==> config.mk <==
export PLATFORM = sky130hd
export DESIGN_NAME = cache_controller
export DESIGN_NICKNAME = d
export VERILOG_FILES = /design/src/rtl/cache_pkg.sv /design/src/rtl/cache_line_store.sv /design/src/rtl/cache_controller.sv
export SDC_FILE = /design/constraint.sdc
export NUM_CORES = 1
export LEC_CHECK = 0
export ABC_AREA = 1
export CAP_MARGIN = 0
export CORE_MARGIN = 4
export CORE_UTILIZATION = 52
export CTS_CLUSTER_DIAMETER = 60
export DETAILED_ROUTE_END_ITERATION = 8
export GPL_TIMING_DRIVEN = 0
export PLACE_DENSITY_LB_ADDON = 0.25
export REMOVE_ABC_BUFFERS = 1
export SLEW_MARGIN = 30
export SYNTH_ARGS = -nofsm -noshare
export SYNTH_HDL_FRONTEND = slang
export SYNTH_SLANG_ARGS = --single-unit
==> constraint.sdc <==
create_clock -name clk -period 2.7 [get_ports clk]
set_input_delay 0.675 -clock clk [delete_from_list [all_inputs] [get_ports clk]]
set_output_delay 0.675 -clock clk [all_outputs]
set_load 0.005 [all_outputs]
==> src/rtl/cache_pkg.sv <==
// Shared types and default geometry for the direct-mapped write-through cache.
package cache_pkg;

    localparam int DEF_ADDR_W = 13;
    localparam int DEF_DATA_W = 13;
    localparam int DEF_LINES  = 8;

    typedef enum logic [1:0] {
        IDLE       = 2'd0,
        LOOKUP     = 2'd1,
        MISS_READ  = 2'd2,
        WRITE_THRU = 2'd3
    } state_t;

endpackage

==> src/rtl/cache_line_store.sv <==
// Valid/tag/data arrays: one registered write port, single-cycle flush, combinational lookup.
import cache_pkg::*;

module cache_line_store #(
    parameter int LINES  = DEF_LINES,
    parameter int ADDR_W = DEF_ADDR_W,
    parameter int DATA_W = DEF_DATA_W,
    parameter int IDX_W  = $clog2(LINES),
    parameter int TAG_W  = ADDR_W - IDX_W
) (
    input  logic              i_clk,
    input  logic              i_reset,
    input  logic              i_flush,
    input  logic              i_wr_en,
    input  logic [IDX_W-1:0]  i_wr_idx,
    input  logic [TAG_W-1:0]  i_wr_tag,
    input  logic [DATA_W-1:0] i_wr_data,
    input  logic [IDX_W-1:0]  i_rd_idx,
    input  logic [TAG_W-1:0]  i_rd_tag,
    output logic              o_hit,
    output logic [DATA_W-1:0] o_rd_data
);

    logic [LINES-1:0]  r_valid;
    logic [TAG_W-1:0]  r_tag  [LINES];
    logic [DATA_W-1:0] r_data [LINES];

    // Valid bits: cleared together by reset or flush, set by a fill/update.
    always_ff @(posedge i_clk) begin
        if (i_reset || i_flush) begin
            r_valid <= {LINES{1'b0}};
        end else if (i_wr_en) begin
            r_valid[i_wr_idx] <= 1'b1;
        end
    end

    // Tag and data payload; validity alone decides whether a line is usable.
    always_ff @(posedge i_clk) begin
        if (i_wr_en) begin
            r_tag[i_wr_idx]  <= i_wr_tag;
            r_data[i_wr_idx] <= i_wr_data;
        end
    end

    assign o_hit     = r_valid[i_rd_idx] && (r_tag[i_rd_idx] == i_rd_tag);
    assign o_rd_data = r_data[i_rd_idx];

endmodule

==> src/rtl/cache_controller.sv <==
// Direct-mapped, write-through, no-write-allocate cache presenting Main_Memory's
// request/Done handshake to the CPU and driving Main_Memory on the far side.
import cache_pkg::*;

module cache_controller #(
    parameter int LINES  = DEF_LINES,
    parameter int ADDR_W = DEF_ADDR_W,
    parameter int DATA_W = DEF_DATA_W
) (
    input  logic              clk,
    input  logic              reset,
    input  logic [ADDR_W-1:0] address,
    input  logic [DATA_W-1:0] dataIn,
    input  logic              read,
    input  logic              write,
    input  logic              instruction,
    input  logic              flush,
    output logic [DATA_W-1:0] dataOut,
    output logic              Done,
    output logic [ADDR_W-1:0] mem_address,
    output logic [DATA_W-1:0] mem_dataIn,
    input  logic [DATA_W-1:0] mem_dataOut,
    output logic              mem_read,
    output logic              mem_write,
    output logic              mem_instruction,
    input  logic              mem_Done,
    output logic [7:0]        hit_count,
    output logic [7:0]        miss_count
);

    localparam int IDX_W = $clog2(LINES);
    localparam int TAG_W = ADDR_W - IDX_W;

    state_t            r_state, w_state_nxt;
    logic [ADDR_W-1:0] r_addr;
    logic [DATA_W-1:0] r_wdata;
    logic              r_instr;
    logic              r_is_write;
    logic [DATA_W-1:0] r_dout;
    logic              r_done;
    logic              r_mem_read;
    logic              r_mem_write;
    logic [7:0]        r_hit_cnt;
    logic [7:0]        r_miss_cnt;

    logic              w_latch;
    logic              w_flush;
    logic              w_store_wr;
    logic [DATA_W-1:0] w_store_data;
    logic              w_done_nxt;
    logic              w_dout_ld;
    logic [DATA_W-1:0] w_dout_nxt;
    logic              w_mem_read_nxt;
    logic              w_mem_write_nxt;
    logic              w_hit_inc;
    logic              w_miss_inc;
    logic              w_hit;
    logic [DATA_W-1:0] w_line_data;

    cache_line_store #(
        .LINES  (LINES),
        .ADDR_W (ADDR_W),
        .DATA_W (DATA_W)
    ) u_store (
        .i_clk     (clk),
        .i_reset   (reset),
        .i_flush   (w_flush),
        .i_wr_en   (w_store_wr),
        .i_wr_idx  (r_addr[IDX_W-1:0]),
        .i_wr_tag  (r_addr[ADDR_W-1:IDX_W]),
        .i_wr_data (w_store_data),
        .i_rd_idx  (r_addr[IDX_W-1:0]),
        .i_rd_tag  (r_addr[ADDR_W-1:IDX_W]),
        .o_hit     (w_hit),
        .o_rd_data (w_line_data)
    );

    // Next-state and per-cycle actions of the request FSM.
    always_comb begin
        w_state_nxt     = r_state;
        w_latch         = 1'b0;
        w_flush         = 1'b0;
        w_store_wr      = 1'b0;
        w_store_data    = r_wdata;
        w_done_nxt      = 1'b0;
        w_dout_ld       = 1'b0;
        w_dout_nxt      = r_dout;
        w_mem_read_nxt  = r_mem_read;
        w_mem_write_nxt = r_mem_write;
        w_hit_inc       = 1'b0;
        w_miss_inc      = 1'b0;
        case (r_state)
            IDLE: begin
                // r_done blocks the still-held request from being retaken.
                if (flush) begin
                    w_flush = 1'b1;
                end else if (!r_done && (read || write)) begin
                    w_latch     = 1'b1;
                    w_state_nxt = LOOKUP;
                end else begin
                    w_state_nxt = IDLE;
                end
            end
            LOOKUP: begin
                if (r_is_write) begin
                    if (w_hit) begin
                        w_store_wr = 1'b1;
                    end else begin
                        w_store_wr = 1'b0;
                    end
                    w_mem_write_nxt = 1'b1;
                    w_state_nxt     = WRITE_THRU;
                end else if (w_hit) begin
                    w_done_nxt  = 1'b1;
                    w_dout_ld   = 1'b1;
                    w_dout_nxt  = w_line_data;
                    w_hit_inc   = 1'b1;
                    w_state_nxt = IDLE;
                end else begin
                    w_miss_inc     = 1'b1;
                    w_mem_read_nxt = 1'b1;
                    w_state_nxt    = MISS_READ;
                end
            end
            MISS_READ: begin
                if (mem_Done) begin
                    w_store_wr     = 1'b1;
                    w_store_data   = mem_dataOut;
                    w_done_nxt     = 1'b1;
                    w_dout_ld      = 1'b1;
                    w_dout_nxt     = mem_dataOut;
                    w_mem_read_nxt = 1'b0;
                    w_state_nxt    = IDLE;
                end else begin
                    w_state_nxt = MISS_READ;
                end
            end
            WRITE_THRU: begin
                if (mem_Done) begin
                    w_done_nxt      = 1'b1;
                    w_mem_write_nxt = 1'b0;
                    w_state_nxt     = IDLE;
                end else begin
                    w_state_nxt = WRITE_THRU;
                end
            end
            default: begin
                w_mem_read_nxt  = 1'b0;
                w_mem_write_nxt = 1'b0;
                w_state_nxt     = IDLE;
            end
        endcase
    end

    // State, request latches, registered outputs and saturating counters.
    always_ff @(posedge clk) begin
        if (reset) begin
            r_state     <= IDLE;
            r_addr      <= {ADDR_W{1'b0}};
            r_wdata     <= {DATA_W{1'b0}};
            r_instr     <= 1'b0;
            r_is_write  <= 1'b0;
            r_dout      <= {DATA_W{1'b0}};
            r_done      <= 1'b0;
            r_mem_read  <= 1'b0;
            r_mem_write <= 1'b0;
            r_hit_cnt   <= 8'h00;
            r_miss_cnt  <= 8'h00;
        end else begin
            r_state     <= w_state_nxt;
            r_done      <= w_done_nxt;
            r_mem_read  <= w_mem_read_nxt;
            r_mem_write <= w_mem_write_nxt;
            if (w_latch) begin
                r_addr     <= address;
                r_wdata    <= dataIn;
                r_instr    <= instruction;
                r_is_write <= write;
            end
            if (w_dout_ld) begin
                r_dout <= w_dout_nxt;
            end
            if (w_hit_inc && (r_hit_cnt != 8'hFF)) begin
                r_hit_cnt <= r_hit_cnt + 8'd1;
            end
            if (w_miss_inc && (r_miss_cnt != 8'hFF)) begin
                r_miss_cnt <= r_miss_cnt + 8'd1;
            end
        end
    end

    assign dataOut         = r_dout;
    assign Done            = r_done;
    assign mem_address     = r_addr;
    assign mem_dataIn      = r_wdata;
    assign mem_instruction = r_instr;
    assign mem_read        = r_mem_read;
    assign mem_write       = r_mem_write;
    assign hit_count       = r_hit_cnt;
    assign miss_count      = r_miss_cnt;

endmodule

==> reports/metrics.csv <==
metric,value,unit
status,finished with violations,
violations,setup timing,
fillCellCount,1345,
critPathSlowestCell,dfxtp_4,
pin_count,105,
fin_ws,-104,ps
maxSlewViolCount,0,
final_cells,1541,
min_period_over_period,104,%
grt_max_degree,45,
area.sequential,7000,sq um
num_vias,8881,
yosysUniqueCellTypes,35,
ir_worst_vdd,0.000507,V
finClkSkew,12.3,ps
dr_wl_met2,16100,um
synthMuxAreaShare,1.35,%
synth_top_family_by_area,simple AND/OR/NAND/NOR gates,
cp_cell_sequence,buf_16 -> inv_16 -> nand2_1 -> nand3_1 -> nand3_2 -> nand2_2 -> nand2_2 -> nand4_1 -> nor2_4 -> nand2_4 -> o21ai_4 -> buf_12 -> nand3_4 -> buf_6 -> inv_16,
synthesis.area,10900,sq um
clk_latency,530,ps
path_class,register to register,
drv_cap,0,
tritoncts,done,
antenna_found_initial,0,
numCtsBuffers,26,
antennaDiodeCount,0,
intPower,0.00710,W
synthAdderAreaFrac,0.806,%
syn-instance-count,1097,
fin_util,71.3,%
power_density,651,nW/um^2
cts_max_level,1,
start_util,53.4,%
min_period,2800,ps
drc_errors,0,
portBuffers,104,
clock_sinks,257,
crit_family,simple AND/OR/NAND/NOR gates,
place.detailed.instances,1424,
grt_pass1_vias,8024,
worstPathArrival,3050,ps
core,20400,sq um
synthArstFlopShare,0,%
grt_pass1_wl,43900,um
yosysSeqAreaShare,64.3,%
worst_slew_pin_slew,797,ps
clk_pin_slew_worst_paths,60,ps
sw_frac_of_total,24.9,%
ys_seq_elements,257,
critPathBufInv,5,
hold_viol_final,0,
crit_required,2940,ps
synth_compound_gate_area_share,9.02,%
ant_nets,0,
max_freq,357,MHz
rows,52,
relSlewSlack,46.6,%
drtIter0Drc,1137,
wirelength_met1,12200,um
root_buffer,clkbuf_16,
synth_area_per_cell,9.90,sq um
multiInputGateArea,3510,sq um
worstPathMaxFanout,22,
pre_cts_ws,-1230,ps
finalSetupViolations,185,
place_congestion,0.788,
ys.flop_type,edfxtp_1,
critPathLaunchType,register,
p_switching,0.00236,W
drive_gt1_share,15.7,%
nNetsFinal,1304,
rsz0062_at_grt,true,
hold_class,register to register,
die-area,23300,sq um
design_power_total,0.00946,W
synth-edff-count,184,
die_w,153,um
comb_power_share,12.8,%
dr_wl_met3,3270,um
clkPwrFrac,40.1,%
synth_simple_gate_area_share,18.1,%
highest_layer,met4,
dr.pass1.iters,5,
ys_warn_count,0,
dp_hpwl,13800,um
via_per_inst,5.76,
cts-hold-fix-buffers,0,
p_seq_share,47.1,%
area_growth,33.7,%
fin_tns_setup,-9120,ps
synthXorXnorAreaFrac,0.484,%
end_kind,register,
wire_per_inst,21.5,um
overflow,0,
slowest_delay,450,ps
p_leak,5.56,nW
dieHeight,153,um
cts_max_path_buffers,3,
grt_use_total,23.7,%
drt-total-wl,33100,um
## sequential cells by signal, summed over array words and instances (netlist names), 2 cells and up, named ones only
| signal | cells |
|---|---|
| u_store.r_tag | 80 |
| r_state | 2 |
| mem_dataIn | 13 |
| u_store.r_valid | 8 |
| hit_count | 8 |
| u_store.r_data | 104 |
| dataOut | 13 |
| miss_count | 8 |
| mem_address | 13 |
## cells by family after synthesis
kind of cell,Yosys count
AOI/OAI and AO/OA,183
xor gates and xnor gates,6
adders and majority gates,7
buffers and inverters,153
DFF,257
muxes,13
and+or+nand+nor,478
## worst reg2reg max path, delay by kind of cell (launching register included)
kind                   cells  cell delay [ps]
AND/OR/NAND/NOR            9             1130
AO/OA/AOI/OAI              1              150
buffers and inverters      5              780
flip-flops                 1              450
## per-stage QoR
stage,hold slack (ps),cell area [sq um]
global route,474,14500
CTS,452,13500
floorplan,430,10600
global placement,438,12000
detailed placement,442,12100
finish,455,14500
## Yosys cell counts (2+ instances only)
cell type | instances | area, sq um
nand3b_1 | 7 | 52.6
nand2_1 | 201 | 754
and3_1 | 2 | 12.5
buf_6 | 6 | 67.6
dfxtp_1 | 73 | 1460
o21ai_0 | 108 | 541
mux2_2 | 13 | 146
nand3_1 | 77 | 385
buf_4 | 4 | 30.0
inv_2 | 2 | 7.51
nand4_1 | 3 | 18.8
o22ai_1 | 26 | 163
o211ai_1 | 2 | 15.0
nor4_1 | 2 | 12.5
ha_1 | 7 | 87.6
o21ai_1 | 3 | 15.0
clkbuf_1 | 31 | 116
inv_1 | 95 | 357
edfxtp_1 | 184 | 5530
xnor2_1 | 3 | 26.3
nor2_2 | 2 | 12.5
nor3_1 | 9 | 45.0
buf_2 | 8 | 40.0
xor2_1 | 3 | 26.3
a21oi_1 | 40 | 200
clkinv_1 | 2 | 7.51
nor2_1 | 173 | 649
buf_1 | 4 | 15.0
## power by group through the flow
stage	Clock, W	Combinational (W)	Sequential, W
after CTS	0.00376	0.00106	0.00445
after detailed placement	0	0.000893	0.00456
final	0.00379	0.00121	0.00445
after global placement	0	0.000854	0.00458
after floorplan	0	0.000499	0.00453
after global routing	0.00398	0.00131	0.00446
## final cells by class
cell class | instances | area share, %
Sequential cell | 257 | 48.2
Timing Repair Buffer | 155 | 12.3
Multi-Input combinational cell | 688 | 24.2
Tap cell | 270 | 2.33
Clock inverter | 11 | 0.913
Inverter | 100 | 3.82
Clock buffer | 37 | 5.26
Timing Repair inverter | 23 | 2.98
## layer usage
| layer | up-vias | global-route usage [%] |
|---|---|---|
| li1 | 4027 | - |
| met2 | 528 | 39.7 |
| met5 | - | 0 |
| met4 | 0 | 9.04 |
| met3 | 105 | 4.49 |
| met1 | 4221 | 30.9 |
## path summary, 6_finish.rpt
kind / startpoint / end / slack, ps / cells past startpoint
setup / recovery: register / u_store.r_data[6][5]$_DFFE_PP_ / -100 / 15
hold / removal: u_store.r_valid[5]$_SDFFE_PP0P_ / u_store.r_valid[5]$_SDFFE_PP0P_ / 450 / 2
setup reg to reg: register / u_store.r_data[6][5]$_DFFE_PP_ / -100 / 15
hold reg to reg: u_store.r_valid[5]$_SDFFE_PP0P_ / u_store.r_valid[5]$_SDFFE_PP0P_ / 450 / 2
## timing repair
item                       CTS  global route
gates resized for setup     61           125
buffers inserted            15            25
pin swaps                    5            13
setup endpoints to repair  255           217
gates cloned                 9            20
## cell usage in the layout (no fill, tap or decap), drive strengths merged, types with 2 or more instances in the layout
cell and instances:
nand2 202, edfxtp 184, nor2 176, o21ai 112, clkdlybuf4s50 104, inv 102, nand3 77, dfxtp 73
buf 48, a21oi 42, clkbuf 40, o22ai 26, clkinv 26, mux2 13, nor3 9, nand3b 7
ha 7, nand4 3, xor2 3, xnor2 3, bufinv 3, clkinvlp 3, and3 2, o211ai 2
nor4 2
Note: power is estimated with default switching activity, not from simulation.
